`src/rtl/axis_uart_pkg.sv`:
```
// Shared types and helpers for the AXI-Stream UART: TX/RX FSM states and the bit-period divider.
// Latency: none (types and elaboration-time constants only).
// Backpressure: none.
package axis_uart_pkg;

  typedef enum logic [1:0] {
    TX_IDLE,
    TX_START,
    TX_DATA,
    TX_STOP
  } tx_state_t;

  typedef enum logic [1:0] {
    RX_IDLE,
    RX_START,
    RX_DATA,
    RX_STOP
  } rx_state_t;

  // Clock cycles per UART bit. Integer division, so the real baud rate is
  // rounded up slightly when CLOCK is not an exact multiple of BAUD_RATE.
  function automatic int unsigned calc_div(input int unsigned clock_hz,
                                           input int unsigned baud);
    return clock_hz / baud;
  endfunction

endpackage

```
`src/rtl/axis_if.sv`:
```
// Minimal byte-wide AXI-Stream channel: tdata/tvalid/tready with master and slave views.
// Latency: none (wires only).
// Backpressure: standard valid/ready; the transfer happens on a cycle where both are high.
interface axis_if;
  logic [7:0] tdata;
  logic       tvalid;
  logic       tready;

  modport master (output tdata, output tvalid, input tready);
  modport slave  (input tdata, input tvalid, output tready);
endinterface

```
`src/rtl/uart_rx.sv`:
```
// UART receiver: synchronises the line, finds the start edge, samples 8N1 at bit centres.
// Latency: byte_vld_o pulses at the centre of the stop bit (about 9.5 bit periods plus 3 clocks after the line falls).
// Backpressure: none; the caller must take the one-cycle byte_vld_o pulse or lose it.
module uart_rx
  import axis_uart_pkg::*;
#(
  parameter int unsigned DIV = 868
) (
  input  logic       clk_i,
  input  logic       rst_i,
  input  logic       rx_i,
  output logic [7:0] byte_o,
  output logic       byte_vld_o
);

  localparam int unsigned   CW        = (DIV > 1) ? $clog2(DIV) : 1;
  localparam logic [CW-1:0] CNT_LAST  = CW'(DIV - 1);
  localparam logic [CW-1:0] HALF_LAST = CW'(DIV / 2 - 1);

  rx_state_t     state_q, state_d;
  logic [CW-1:0] cnt_q, cnt_d;
  logic [2:0]    bit_q, bit_d;
  logic [7:0]    shreg_q, shreg_d;
  logic          sync1_q, sync2_q, prev_q;
  logic          fall;

  // Falling edge seen on the synchronised line (prev_q is one cycle older than sync2_q).
  assign fall   = prev_q && !sync2_q;
  assign byte_o = shreg_q;

  // Two-flop synchronizer for the asynchronous line plus one history flop for edge detection.
  always_ff @(posedge clk_i) begin
    if (rst_i) begin
      sync1_q <= 1'b1;
      sync2_q <= 1'b1;
      prev_q  <= 1'b1;
    end else begin
      sync1_q <= rx_i;
      sync2_q <= sync1_q;
      prev_q  <= sync2_q;
    end
  end

  // State, sample counter, bit index and shift register.
  always_ff @(posedge clk_i) begin
    if (rst_i) begin
      state_q <= RX_IDLE;
      cnt_q   <= '0;
      bit_q   <= '0;
      shreg_q <= '0;
    end else begin
      state_q <= state_d;
      cnt_q   <= cnt_d;
      bit_q   <= bit_d;
      shreg_q <= shreg_d;
    end
  end

  // Half-bit check of the start bit, then full-bit steps to each data and stop bit centre.
  always_comb begin
    state_d    = state_q;
    cnt_d      = cnt_q;
    bit_d      = bit_q;
    shreg_d    = shreg_q;
    byte_vld_o = 1'b0;
    case (state_q)
      RX_IDLE: begin
        cnt_d = '0;
        if (fall) begin
          state_d = RX_START;
        end
      end
      RX_START: begin
        if (cnt_q == HALF_LAST) begin
          cnt_d = '0;
          bit_d = '0;
          // A line already back high at mid start bit is treated as a glitch.
          state_d = sync2_q ? RX_IDLE : RX_DATA;
        end else begin
          cnt_d = cnt_q + 1'b1;
        end
      end
      RX_DATA: begin
        if (cnt_q == CNT_LAST) begin
          cnt_d   = '0;
          shreg_d = {sync2_q, shreg_q[7:1]};
          if (bit_q == 3'd7) begin
            state_d = RX_STOP;
          end else begin
            bit_d = bit_q + 1'b1;
          end
        end else begin
          cnt_d = cnt_q + 1'b1;
        end
      end
      RX_STOP: begin
        if (cnt_q == CNT_LAST) begin
          cnt_d   = '0;
          state_d = RX_IDLE;
          // A low stop bit is a framing error; the byte is silently discarded.
          byte_vld_o = sync2_q;
        end else begin
          cnt_d = cnt_q + 1'b1;
        end
      end
      default: begin
        state_d = RX_IDLE;
      end
    endcase
  end

endmodule

```
`src/rtl/uart_tx.sv`:
```
// UART transmitter: serialises one byte as 8N1, LSB first, DIV clocks per bit.
// Latency: start bit on the line the cycle after the accepting handshake; frame lasts 10*DIV cycles.
// Backpressure: tready_o is high only in IDLE, so a new byte is taken in the cycle after the stop bit.
module uart_tx
  import axis_uart_pkg::*;
#(
  parameter int unsigned DIV = 868
) (
  input  logic       clk_i,
  input  logic       rst_i,
  input  logic [7:0] tdata_i,
  input  logic       tvalid_i,
  output logic       tready_o,
  output logic       tx_o
);

  localparam int unsigned   CW       = (DIV > 1) ? $clog2(DIV) : 1;
  localparam logic [CW-1:0] CNT_LAST = CW'(DIV - 1);

  tx_state_t     state_q, state_d;
  logic [CW-1:0] cnt_q, cnt_d;
  logic [2:0]    bit_q, bit_d;
  logic [7:0]    shreg_q, shreg_d;
  logic          tx_q, tx_d;
  logic          bit_end;

  assign bit_end  = (cnt_q == CNT_LAST);
  // Ready is masked during reset so nothing is accepted while the FSM is being cleared.
  assign tready_o = (state_q == TX_IDLE) && !rst_i;
  assign tx_o     = tx_q;

  // State, bit-period counter, shift register and registered line level.
  always_ff @(posedge clk_i) begin
    if (rst_i) begin
      state_q <= TX_IDLE;
      cnt_q   <= '0;
      bit_q   <= '0;
      shreg_q <= '0;
      tx_q    <= 1'b1;
    end else begin
      state_q <= state_d;
      cnt_q   <= cnt_d;
      bit_q   <= bit_d;
      shreg_q <= shreg_d;
      tx_q    <= tx_d;
    end
  end

  // Frame sequencing: the line level for the next bit is registered one cycle ahead.
  always_comb begin
    state_d = state_q;
    cnt_d   = cnt_q;
    bit_d   = bit_q;
    shreg_d = shreg_q;
    tx_d    = tx_q;
    case (state_q)
      TX_IDLE: begin
        tx_d  = 1'b1;
        cnt_d = '0;
        if (tvalid_i && tready_o) begin
          shreg_d = tdata_i;
          bit_d   = '0;
          tx_d    = 1'b0;
          state_d = TX_START;
        end
      end
      TX_START: begin
        if (bit_end) begin
          cnt_d   = '0;
          tx_d    = shreg_q[0];
          state_d = TX_DATA;
        end else begin
          cnt_d = cnt_q + 1'b1;
        end
      end
      TX_DATA: begin
        if (bit_end) begin
          cnt_d = '0;
          if (bit_q == 3'd7) begin
            tx_d    = 1'b1;
            state_d = TX_STOP;
          end else begin
            bit_d   = bit_q + 1'b1;
            shreg_d = {1'b0, shreg_q[7:1]};
            tx_d    = shreg_q[1];
          end
        end else begin
          cnt_d = cnt_q + 1'b1;
        end
      end
      TX_STOP: begin
        if (bit_end) begin
          cnt_d   = '0;
          state_d = TX_IDLE;
        end else begin
          cnt_d = cnt_q + 1'b1;
        end
      end
      default: begin
        state_d = TX_IDLE;
      end
    endcase
  end

endmodule

```
`src/rtl/axis_uart.sv`:
```
// AXI-Stream UART bridge: s_axis bytes go out on uart_tx, bytes from uart_rx come out on m_axis.
// Latency: TX start bit one cycle after s_axis handshake; RX byte visible one cycle after its stop-bit centre.
// Backpressure: s_axis stalls for a whole frame; m_axis holds one byte and drops newer bytes while it is full.
module axis_uart
  import axis_uart_pkg::*;
#(
  parameter int unsigned CLOCK     = 100_000_000,
  parameter int unsigned BAUD_RATE = 115_200
) (
  input  logic   aclk,
  input  logic   aresetn,
  input  logic   uart_rx,
  output logic   uart_tx,
  axis_if.master m_axis,
  axis_if.slave  s_axis
);

  // DIV must be at least 2 so the half-bit start check has a non-zero wait.
  localparam int unsigned DIV = calc_div(CLOCK, BAUD_RATE);

  logic [7:0] rx_byte;
  logic       rx_vld;
  logic [7:0] tdata_q, tdata_d;
  logic       tvalid_q, tvalid_d;
  logic       m_hs;

  uart_tx #(
    .DIV (DIV)
  ) u_tx (
    .clk_i    (aclk),
    .rst_i    (aresetn),
    .tdata_i  (s_axis.tdata),
    .tvalid_i (s_axis.tvalid),
    .tready_o (s_axis.tready),
    .tx_o     (uart_tx)
  );

  uart_rx #(
    .DIV (DIV)
  ) u_rx (
    .clk_i      (aclk),
    .rst_i      (aresetn),
    .rx_i       (uart_rx),
    .byte_o     (rx_byte),
    .byte_vld_o (rx_vld)
  );

  assign m_hs          = tvalid_q && m_axis.tready;
  assign m_axis.tdata  = tdata_q;
  assign m_axis.tvalid = tvalid_q;

  // One-entry output register.
  always_ff @(posedge aclk) begin
    if (aresetn) begin
      tdata_q  <= '0;
      tvalid_q <= 1'b0;
    end else begin
      tdata_q  <= tdata_d;
      tvalid_q <= tvalid_d;
    end
  end

  // Load a new byte when empty or draining this cycle; otherwise the new byte is an overrun and is lost.
  always_comb begin
    tdata_d  = tdata_q;
    tvalid_d = tvalid_q;
    if (rx_vld && (!tvalid_q || m_hs)) begin
      tdata_d  = rx_byte;
      tvalid_d = 1'b1;
    end else if (m_hs) begin
      tvalid_d = 1'b0;
    end
  end

endmodule

```
`src/flat_wrapper.sv`:
```
// flat-port wrapper written by rule: the top's interface ports become plain ports
module axis_uart_flat import axis_uart_pkg::*;
#(
  parameter int unsigned CLOCK     = 100_000_000,
  parameter int unsigned BAUD_RATE = 115_200
)
  (aclk, aresetn, uart_rx, uart_tx, m_axis_tdata, m_axis_tvalid, m_axis_tready, s_axis_tdata, s_axis_tvalid, s_axis_tready);
  axis_if m_axis_i ();
  axis_if s_axis_i ();
  input  logic aclk;
  input  logic aresetn;
  input  logic uart_rx;
  output logic uart_tx;
  output wire logic [$bits(m_axis_i.tdata)-1:0] m_axis_tdata;
  output wire logic [$bits(m_axis_i.tvalid)-1:0] m_axis_tvalid;
  input wire logic [$bits(m_axis_i.tready)-1:0] m_axis_tready;
  input wire logic [$bits(s_axis_i.tdata)-1:0] s_axis_tdata;
  input wire logic [$bits(s_axis_i.tvalid)-1:0] s_axis_tvalid;
  output wire logic [$bits(s_axis_i.tready)-1:0] s_axis_tready;
  assign m_axis_tdata = m_axis_i.tdata;
  assign m_axis_tvalid = m_axis_i.tvalid;
  assign m_axis_i.tready = m_axis_tready;
  assign s_axis_i.tdata = s_axis_tdata;
  assign s_axis_i.tvalid = s_axis_tvalid;
  assign s_axis_tready = s_axis_i.tready;
  axis_uart #(.CLOCK(CLOCK), .BAUD_RATE(BAUD_RATE)) u_core (.aclk(aclk), .aresetn(aresetn), .uart_rx(uart_rx), .uart_tx(uart_tx), .m_axis(m_axis_i), .s_axis(s_axis_i));
endmodule
```
`config.mk`:
```
export PLATFORM = sky130hd
export DESIGN_NAME = axis_uart_flat
export DESIGN_NICKNAME = d
export VERILOG_FILES = /design/src/rtl/axis_uart_pkg.sv /design/src/rtl/axis_if.sv /design/src/rtl/uart_rx.sv /design/src/rtl/uart_tx.sv /design/src/rtl/axis_uart.sv /design/src/flat_wrapper.sv
export SDC_FILE = /design/constraint.sdc
export NUM_CORES = 1
export LEC_CHECK = 0
export CAP_MARGIN = 30
export CORE_ASPECT_RATIO = 1.2
export CORE_UTILIZATION = 56
export CTS_CLUSTER_SIZE = 30
export DETAILED_ROUTE_END_ITERATION = 6
export PLACE_DENSITY = 0.78
export SETUP_SLACK_MARGIN = 0.4
export SLEW_MARGIN = 10
export SYNTH_ARGS = -nofsm -noshare
export SYNTH_HDL_FRONTEND = slang
export SYNTH_SLANG_ARGS = --single-unit
```
`constraint.sdc`:
```
create_clock -name aclk -period 4.4 [get_ports aclk]
set_clock_uncertainty 0.15 [all_clocks]
set_input_delay 0.66 -clock aclk [delete_from_list [all_inputs] [get_ports aclk]]
set_output_delay 0.66 -clock aclk [all_outputs]
set_load 0.02 [all_outputs]
```
==> summary.txt, run 1 <==
Routed length on met1 = 2.286 mm
CTS HTree Levels = 3
Seq/Total Area, Yosys = 43.09%
Worst vdd ir = 0.3512 mV
Height of the die = 78.65 microns
Initial Util = 58.80%
CTS Root Cell = clkbuf_8
Setup total negative slack = 0 ns
DRT antenna net count = 0
Met2 routed WL = 2.356 mm
Hold endpoint = u_core.u_rx.sync2_q
Total vias in the final route = 2104
RePlAce Congestion = 0.7654
CTS tree = done
Hold/Removal Path Class = flip-flop to flip-flop
Crit path kind = flip-flop to flip-flop
Worst Path Arrival = 3.12 ns
Flop2flop setup slack = 1.36 ns
Io pins = 24
Clk_lat worst skew = 0.34 ns
Layout cells sized above 1 = 10.00%
Post-Syn Nets = 316
Seq. cell area = 1181 sq um
CTS Buffer Depth = 2
Area delta synth->final = 16.34%
Cell row count = 27
Switching Power = 0.4467 mW
Grt ovf = 0
Switching share of power = 31.31%
Pre-antenna DRT Iters = 4
Max-cap violation count = 0
P_int = 0.9798 mW
Cell count after synthesis = 292
DR DRC count = 0
Die width = 65.87 microns
Cts repair resizes = 0
Worst Path Max Fanout = 15
Clk sinks = 59
Tot GR Track Use = 21.37%
Slew Viols, Final = 0
Final core occ = 68.41%
Post-route worst setup slack = 1.360 ns
Vias in the first global route = 2002
CP required = 4.48 ns
Global-route wire length before repair = 8.487 mm
Num CTS Buffers = 9
# diodes = 0
CP Launch Type = flip-flop
Post-synth EDFFs = 0
Slew margin rel. = 39.26%
Comb power frac = 23.4%
Hold Path Cell Cnt = 1
Antenna violations before repair = 0
Vias/cell = 5.566
Avg Inst Size Synth = 9.388 sq um
Synth Flop Type = dfxtp_1
Dpl hpwl = 3.394 mm
Fillers = 384
Number of synthesized register bits = 59
Min-delay src = u_core.u_rx.sync1_q
# hold bufs at CTS = 0
I/O Buffers = 23
Die area = 5180 sq um
Final worst-path cycle share = 69.10%
Wire per inst = 13.01 microns
Clk slew on worst S/H paths = 0.07 ns
Cell area power density = 447.3 nW/um^2
NumNets Final = 339
Crit end category = flip-flop
Netlist cell types = 47
Total core area = 4662 sq um
Post-Place Setup Slack = 1.401 ns
Finish-stage setup viols = 0
Cells on worst reg2reg path = 6
Slew @ Worst Pin = 0.9079 ns
Largest net degree at the start of global routing = 31
Tmin final = 3.040 ns
DRT Wirelength = 4.918 mm
Clock share of power = 34.2%
Yosys warns = 0
Post-synth ARST share = 0%
Status = completed
Reg2reg end = u_core.u_tx.bit_q[0]
Synthesized area = 2741 sq um
Number of setup buffers added after CTS = 0
Met3 routed WL = 171 microns
Top Metal Used = met4
Drt first-iter violations = 110
Reg2reg start = u_core.u_tx.state_q[0]
Leakage power total = 1.201 nW
Final Hold Fails = 0
Sequential share of power = 42.4%
Fmax = 328.9 MHz
Combined area of the multi-input logic cells = 1471 sq um
Unrepaired setup endpoints after global routing = no
## worst max-delay path: stages (launching register included)
cell      delay, ns
dfxtp_1        0.34
inv_1          0.08
ha_1           0.56
nand2b_1       0.32
o41ai_4        0.93
a21oi_1        0.24
mux2_2         0.31
## per-stage QoR
step	instance area (sq um)	hold WS, ns	power, mW	std cells
after floorplan	2741	0.2395	0.8914	292
final	3189	0.2609	1.426	378
after detailed placement	2989	0.2481	0.9465	362
after global placement	2989	0.2631	0.9372	362
after global routing	3189	0.2784	1.507	378
after CTS	3189	0.2629	1.443	378
## power groups by stage
stage	registers [mW]	clock network [mW]	logic, mW
after floorplan	0.611	0	0.281
after detailed placement	0.615	0	0.332
after CTS	0.604	0.505	0.335
final	0.604	0.488	0.334
after global placement	0.615	0	0.323
after global routing	0.609	0.529	0.368
## cell families (layout without fill, tap and decap cells)
kind of cell / after synthesis / count (layout) / synth area share (%)
AO/OA/AOI/OAI: 52 / 52 / 13.28
XOR/XNOR: 16 / 16 / 5.112
multiplexers: 21 / 21 / 7.713
flip-flops: 59 / 59 / 43.09
AND/OR/NAND/NOR: 114 / 114 / 22.55
adder cells (fa/ha/maj): 11 / 11 / 5.020
buffers and inverters: 19 / 47 / 3.240
## synthesized netlist by cell type, drive strengths merged, types with 2 or more instances
master  instances  area share [%]
a21oi          21             3.8
nand2          19             2.6
buf             6             1.1
nand2b          2            0.46
and4            2            0.64
nor2           33             4.5
clkbuf          6             1.2
or2             3            0.68
or4             2            0.68
nand3          21             3.8
o211a           2            0.73
ha             11             5.0
nor2b           5             1.1
inv             6            0.82
a311oi          8             3.2
nor3b           3             1.0
nor3            4            0.91
o21ai          14             2.7
and2            2            0.46
xnor2           5             1.6
mux2i          20             7.3
nand3b          3            0.82
a22o            2            0.64
xor2           11             3.5
and3            5             1.1
dfxtp          59              43
nand4           5             1.1
## worst max path at each step
stage / from / end / slack [ns] / depth (start not counted)
6_report: u_core.u_tx.state_q[0] / u_core.u_tx.bit_q[0] / 1.36 / 6
5_1_grt: u_core.u_tx.state_q[0] / u_core.u_tx.bit_q[0] / 1.23 / 6
4_1_cts: u_core.u_tx.state_q[0] / u_core.u_tx.bit_q[0] / 1.37 / 6
3_5_place_dp: aresetn / u_core.u_tx.bit_q[0] / 1.40 / 5
3_3_place_gp: aresetn / u_core.u_tx.bit_q[0] / 1.48 / 5
2_1_floorplan: u_core.u_tx.bit_q[0] / u_core.u_tx.shreg_q[4] / 2.31 / 7
## routing by layer
layer / vias to the layer above / global-route usage [%]
met5: - / 0
met2: 37 / 34.08
li1: 1085 / -
met4: 0 / 11.09
met3: 9 / 6.541
met1: 973 / 25.29
## sequential cells by signal, summed over array words and instances, names as in the netlist, 2 cells and up, named ones only
signal / cells
u_core.m_axis.tdata: 8
u_core.u_rx.bit_q: 3
u_core.u_rx.byte_o: 8
u_core.u_rx.cnt_q: 10
u_core.u_tx.bit_q: 3
u_core.u_tx.cnt_q: 10
u_core.u_tx.shreg_q: 8
u_core.u_tx.state_q: 2
## layout make-up
type | count | share of cell area, %
multi-input cells | 214 | 46.14
flip-flops and latches | 59 | 37.03
repair buffers | 24 | 7.454
clock buffers | 9 | 3.884
clock inverters | 7 | 2.393
well taps | 58 | 2.275
inverters | 7 | 0.8239
## layout by cell type (no fill, tap or decap), types with 3 or more instances in the layout
master / Yosys / routed
a21oi_1: 21 / 21
a311oi_1: 5 / 5
a311oi_2: 3 / 3
and3_1: 5 / 5
clkbuf_8: 1 / 9
clkdlybuf4s50_1: 0 / 23
dfxtp_1: 59 / 59
ha_1: 11 / 11
inv_1: 6 / 6
mux2i_1: 20 / 20
nand2_1: 19 / 19
nand3_1: 21 / 21
nand3b_1: 3 / 3
nand4_1: 5 / 5
nor2_1: 33 / 33
nor2b_1: 5 / 5
nor3_1: 3 / 3
o21ai_0: 13 / 13
or2_2: 3 / 3
xnor2_1: 5 / 5
xor2_1: 11 / 11
Power figures use the tool's default switching activity.
==> run 2, diff against run 1 <==
CORE_UTILIZATION = 51   (was 56)
PLACE_DENSITY = 0.75   (was 0.78)
clock period = 2.4 ns   (was 4.4 ns; I/O delays follow)
==> run 2 against run 1 <==
Effect of this change:
- sequential share of layout area fell by 2.5 points
- register-to-register slack got worse by 0.92 ns
- global-route usage about the same
- setup slack worse by 0.92 ns
- utilization decreased by 0.083 points
- non-clock buffer count grew 16
- largest cell class unchanged
- via count increased by 3.9%
- cell area increased by 8.1%
- clock power up 110%
- count of clock-buffer cells in the layout grew 3
- total power up 110%
- worst hold slack improved by 0.0061 ns
==> summary.txt, run 2 (same netlist as run 1, synthesis figures left out) <==
Status = completed
GRT met1 Usage = 25.55%
Total core area = 5045 sq um
Worst Path Max Fanout = 4
Global-route wire length before repair = 8.797 mm
Worst vdd ir = 0.7177 mV
Setup total negative slack = 0 ns
Tot GR Track Use = 21.41%
Pre-antenna DRT Iters = 4
# hold bufs at CTS = 0
Final worst-path cycle share = 81.84%
CTS Root Cell = clkbuf_8
Dpl hpwl = 3.656 mm
Largest regs = u_core.u_rx.cnt_q (10), u_core.u_tx.cnt_q (10)
Die width = 68.93 microns
DR DRC count = 0
Post-Place Setup Slack = 0.1422 ns
Slew Viols, Final = 0
Commonest non-fill, non-tap cell in the layout = dfxtp_1
Combined area of the multi-input logic cells = 1558 sq um
Met2 GRT Util = 33.69%
Wire per inst = 13.79 microns
Height of the die = 82.32 microns
Die area = 5674 sq um
Num CTS Buffers = 9
Max-cap violation count = 0
Fillers = 410
Worst Path Arrival = 2.10 ns
Layout cells sized above 1 = 19.64%
Top cell family by delay on the critical path = simple AND/OR/NAND/NOR gates
Clk_lat worst skew = 0.34 ns
Max incr delay on CP = 0.57 ns
NumNets Final = 355
Vias in the first global route = 1989
Antenna violations before repair = 0
Vias/cell = 5.523
Tmin final = 1.964 ns
Crit end category = flip-flop
Initial Util = 54.34%
Io pins = 24
RePlAce Congestion = 0.8751
Cell row count = 28
DRT antenna net count = 0
Most frequent cells in the layout = dfxtp_1 (52), nor2_1 (33), clkdlybuf4s50_1 (22)
Clk sinks = 59
Grt ovf = 0
Largest net degree at the start of global routing = 24
Top Usage Layer GRT = met2
Drt first-iter violations = 107
Slowest cell on crit path = or4_4
Crit path kind = flip-flop to flip-flop
Total vias in the final route = 2187
DRT Wirelength = 5.461 mm
Finish-stage setup viols = 0
Crit path buf inv count = 0
Clk slew on worst S/H paths = 0.07 ns
Final Hold Fails = 0
# diodes = 0
Seq. cell area = 1190 sq um
CP Launch Type = flip-flop
CTS tree = done
Slew margin rel. = 67.58%
Slew @ Worst Pin = 0.4862 ns
CTS HTree Levels = 3
Cell area power density = 862.6 nW/um^2
I/O Buffers = 23
CP Cell Sequence = or4_4 > or3_4 > nor4b_4 > mux2_2
Post-route worst setup slack = 0.4359 ns
Leakage power total = 1.294 nW
Unrepaired setup endpoints after global routing = yes
CTS Buffer Depth = 2
Met3 GRT Util = 7.143%
Area delta synth->final = 25.74%
Fmax = 509.2 MHz
CP required = 2.53 ns
Hold/Removal Path Class = flip-flop to flip-flop
-- run 2: cell count changes in the layout (fill, tap and decap cells not counted), moves of 2 or more --
cell,previous run,this run
a21oi_2,0,5
dfxtp_1,59,52
nand2b_1,2,0
clkbuf_8,9,11
ha_4,0,3
buf_6,0,3
nand2b_4,0,2
a21oi_1,21,16
ha_1,11,7
dfxtp_2,0,7
buf_4,1,14
inv_6,2,0
-- run 2: final cells by class --
type	instances	share of cell area [%]
inverters	7	0.7622
well taps	60	2.178
repair buffers	40	10.74
clock buffers	12	4.501
clock inverters	4	2.105
multi-input cells	214	45.19
flip-flops and latches	59	34.52
-- run 2: metal layers --
layer / share of wire, % / up-vias
met5: 0 / -
li1: - / 1119
met1: 47 / 1002
met3: 4.5 / 9
met4: 1.6 / 0
met2: 47 / 57
-- run 2: worst paths after layout --
kind / startpoint / to / slack (ns) / cells past startpoint
min: u_core.u_rx.sync1_q / u_core.u_rx.sync2_q / 0.27 / 1
max reg2reg: u_core.u_tx.cnt_q[7] / u_core.u_tx.bit_q[0] / 0.44 / 4
min reg2reg: u_core.u_rx.sync1_q / u_core.u_rx.sync2_q / 0.27 / 1
max: u_core.u_tx.cnt_q[7] / u_core.u_tx.bit_q[0] / 0.44 / 4
-- run 2: worst register-to-register path: stages (launching register included) --
cell,delay (ns)
dfxtp_2,0.34
or4_4,0.57
or3_4,0.38
nor4b_4,0.27
mux2_2,0.20
-- run 2: repair_timing --
item,4_1_cts,5_1_grt
pin swaps,2,6
hold endpoints to repair,0,0
endpoints found under the setup margin,11,20
buffers inserted,3,4
resized for setup,4,21
-- run 2: report_power, final --
group          switching (mW)  internal [mW]  total, mW
logic                   0.413          0.409      0.822
clock network           0.395          0.640       1.03
registers              0.0594           1.06       1.12
total                   0.868           2.11       2.97
-- run 2: metrics by stage --
step	utilization [%]	total power [mW]	cells	hold WS [ns]	instance area, sq um
floorplan	-	1.663	292	0.2395	2758
global placement	60.96	1.779	373	0.2433	3075
detailed placement	60.96	1.796	373	0.2576	3075
CTS	66.00	2.894	392	0.2738	3329
global route	68.33	3.112	396	0.2829	3447
finish	68.33	2.973	396	0.2670	3447
==> run 3, diff against run 2 <==
CORE_UTILIZATION = 56   (was 51)
PLACE_DENSITY = 0.78   (was 0.75)
clock period = 1.9 ns   (was 2.4 ns; I/O delays follow)
==> run 3 against run 2 <==
Effect of this change:
- global-route usage grew 3.9 points
- first-iteration DRC count grew 17%
- count of clock-buffer cells in the layout shrank 1
- critical endpoint is now u_core.u_tx.shreg_q[0]
- clock power shrank 10%
- critical path type unchanged
- fmax shrank 2.9%
- via count grew 14%
- worst hold slack gained 0.040 ns
- sequential power grew 25%
- cell area grew 18%
- utilization grew 19 points
- non-clock buffer count grew 37
- the flow now finishes with violations (setup timing)
==> summary.txt, run 3 (same netlist as run 1, synthesis figures left out) <==
Status = finished with violations
Failing checks = setup timing
Worst Path Arrival = 2.12 ns
Worst vdd ir = 0.8708 mV
Worst Path Max Fanout = 6
# diodes = 0
NumNets Final = 393
Crit end category = flip-flop
CTS tree = done
Pre-antenna DRT Iters = 4
Setup total negative slack = -0.8595 ns
Post-Place Setup Slack = -0.1591 ns
DRT Wirelength = 7.619 mm
DR DRC count = 0
P_int = 2.485 mW
Crit path kind = flip-flop to flip-flop
Most frequent cells in the layout = dfxtp_1 (47), buf_4 (39), mux2i_1 (20)
Largest regs = u_core.u_rx.cnt_q (10), u_core.u_tx.cnt_q (10)
Final worst-path cycle share = 106.5%
CP Launch Type = flip-flop
DRT antenna net count = 0
Num CTS Buffers = 9
RePlAce Congestion = 0.7943
Comb power frac = 37.2%
Routed length on met1 = 3.025 mm
Worst Hold Slack = 0.3070 ns
Clk sinks = 59
Final Hold Fails = 0
Tmin final = 2.023 ns
Grt ovf = 0
Switching share of power = 33.02%
Slew Viols, Final = 0
Sequential share of power = 37.9%
Leakage power total = 1.551 nW
Cell row count = 27
Slew @ Worst Pin = 0.6001 ns
Commonest non-fill, non-tap cell in the layout = dfxtp_1
Hold/Removal Path Class = flip-flop to flip-flop
Met2 routed WL = 4.088 mm
Total power = 3.710 mW
Total vias in the final route = 2498
Cell area power density = 912.8 nW/um^2
Global-route wire length before repair = 10.03 mm
CTS Buffer Depth = 2
CP required = 1.99 ns
Drt first-iter violations = 125
Unrepaired setup endpoints after global routing = yes
Initial Util = 58.80%
Area delta synth->final = 48.24%
Die width = 65.87 microns
CTS Root Cell = clkbuf_8
Antenna violations before repair = 0
Height of the die = 78.65 microns
Wire per inst = 17.72 microns
CTS HTree Levels = 3
Vias in the first global route = 2264
Post-route worst setup slack = -0.1229 ns
Max-cap violation count = 0
# hold bufs at CTS = 0
Io pins = 24
Met3 routed WL = 310 microns
Clock share of power = 24.9%
Largest net degree at the start of global routing = 23
Fmax = 494.3 MHz
Tot GR Track Use = 25.32%
Total core area = 4662 sq um
Finish-stage setup viols = 12
Fillers = 215
Clk slew on worst S/H paths = 0.07 ns
Slew margin rel. = 59.84%
Vias/cell = 5.809
Switching Power = 1.225 mW
Dpl hpwl = 3.770 mm
Clk_lat worst skew = 0.34 ns
Layout cells sized above 1 = 42.47%
I/O Buffers = 23
Top Metal Used = met4
Die area = 5180 sq um
[run 3: cell count changes in the layout (fill, tap and decap cells not counted), moves of 9 or more]
cell / change
clkdlybuf4s50_1: -10
dlygate4sd2_1: +10
o21ai_0: -10
buf_6: +10
nand3_1: -9
nor2_4: +15
buf_4: +25
nor2_1: -17
[run 3: final cells by class]
class                      instances  area [sq um]  area share (%)
timing repair buffer              77         711.9           17.52
multi-input combinational        215          1896           46.64
tap                               58         72.57           1.786
inverter                           7         26.28          0.6466
clock buffer                      11         131.4           3.233
clock inverter                     3         17.52          0.4310
sequential                        59          1209           29.74
[run 3: routing by layer]
layer	GRT usage, %	up-vias
met4	9.783	0
met2	44.59	68
li1	-	1196
met3	5.378	20
met5	0	-
met1	29.11	1214
[run 3: final timing paths]
path	from	to	slack [ns]	cells after the start
min	u_core.u_rx.sync1_q	u_core.u_rx.sync2_q	0.31	1
max	u_core.u_tx.bit_q[0]	u_core.u_tx.shreg_q[0]	-0.12	8
min reg2reg	u_core.u_rx.sync1_q	u_core.u_rx.sync2_q	0.31	1
max reg2reg	u_core.u_tx.bit_q[0]	u_core.u_tx.shreg_q[0]	-0.12	8
[run 3: worst max-delay path: stages (launching register included)]
cell and delay [ns]:
dfxtp_2 0.34, ha_4 0.17, ha_4 0.15, nand2b_4 0.14
o41ai_4 0.39, buf_6 0.19, buf_4 0.11, a21oi_1 0.07
a311oi_1 0.20
[run 3: power groups by stage]
| stage | clock, mW | combinational, mW | sequential [mW] |
|---|---|---|---|
| after CTS | 0.916 | 1.25 | 1.40 |
| after global routing | 0.995 | 1.46 | 1.41 |
| after global placement | 0 | 1.02 | 1.42 |
| final | 0.924 | 1.38 | 1.40 |
| after floorplan | 0 | 0.700 | 1.42 |
| after detailed placement | 0 | 1.04 | 1.42 |
[run 3: stage by stage]
step | cells | area, sq um | utilization (%)
3_5_place_dp | 392 | 3308 | 70.96
3_3_place_gp | 392 | 3308 | 70.96
2_1_floorplan | 292 | 2849 | -
6_report | 430 | 4064 | 87.17
5_1_grt | 430 | 4064 | 87.17
4_1_cts | 421 | 3745 | 80.33
[run 3: repair_timing]
| action | CTS | global route |
|---|---|---|
| resized for setup | 67 | 57 |
| pin swaps | 28 | 13 |
| endpoints found under the hold margin | 0 | 0 |
| gates cloned | 2 | 1 |
| setup endpoints to repair | 66 | 57 |
| buffers inserted | 13 | 8 |
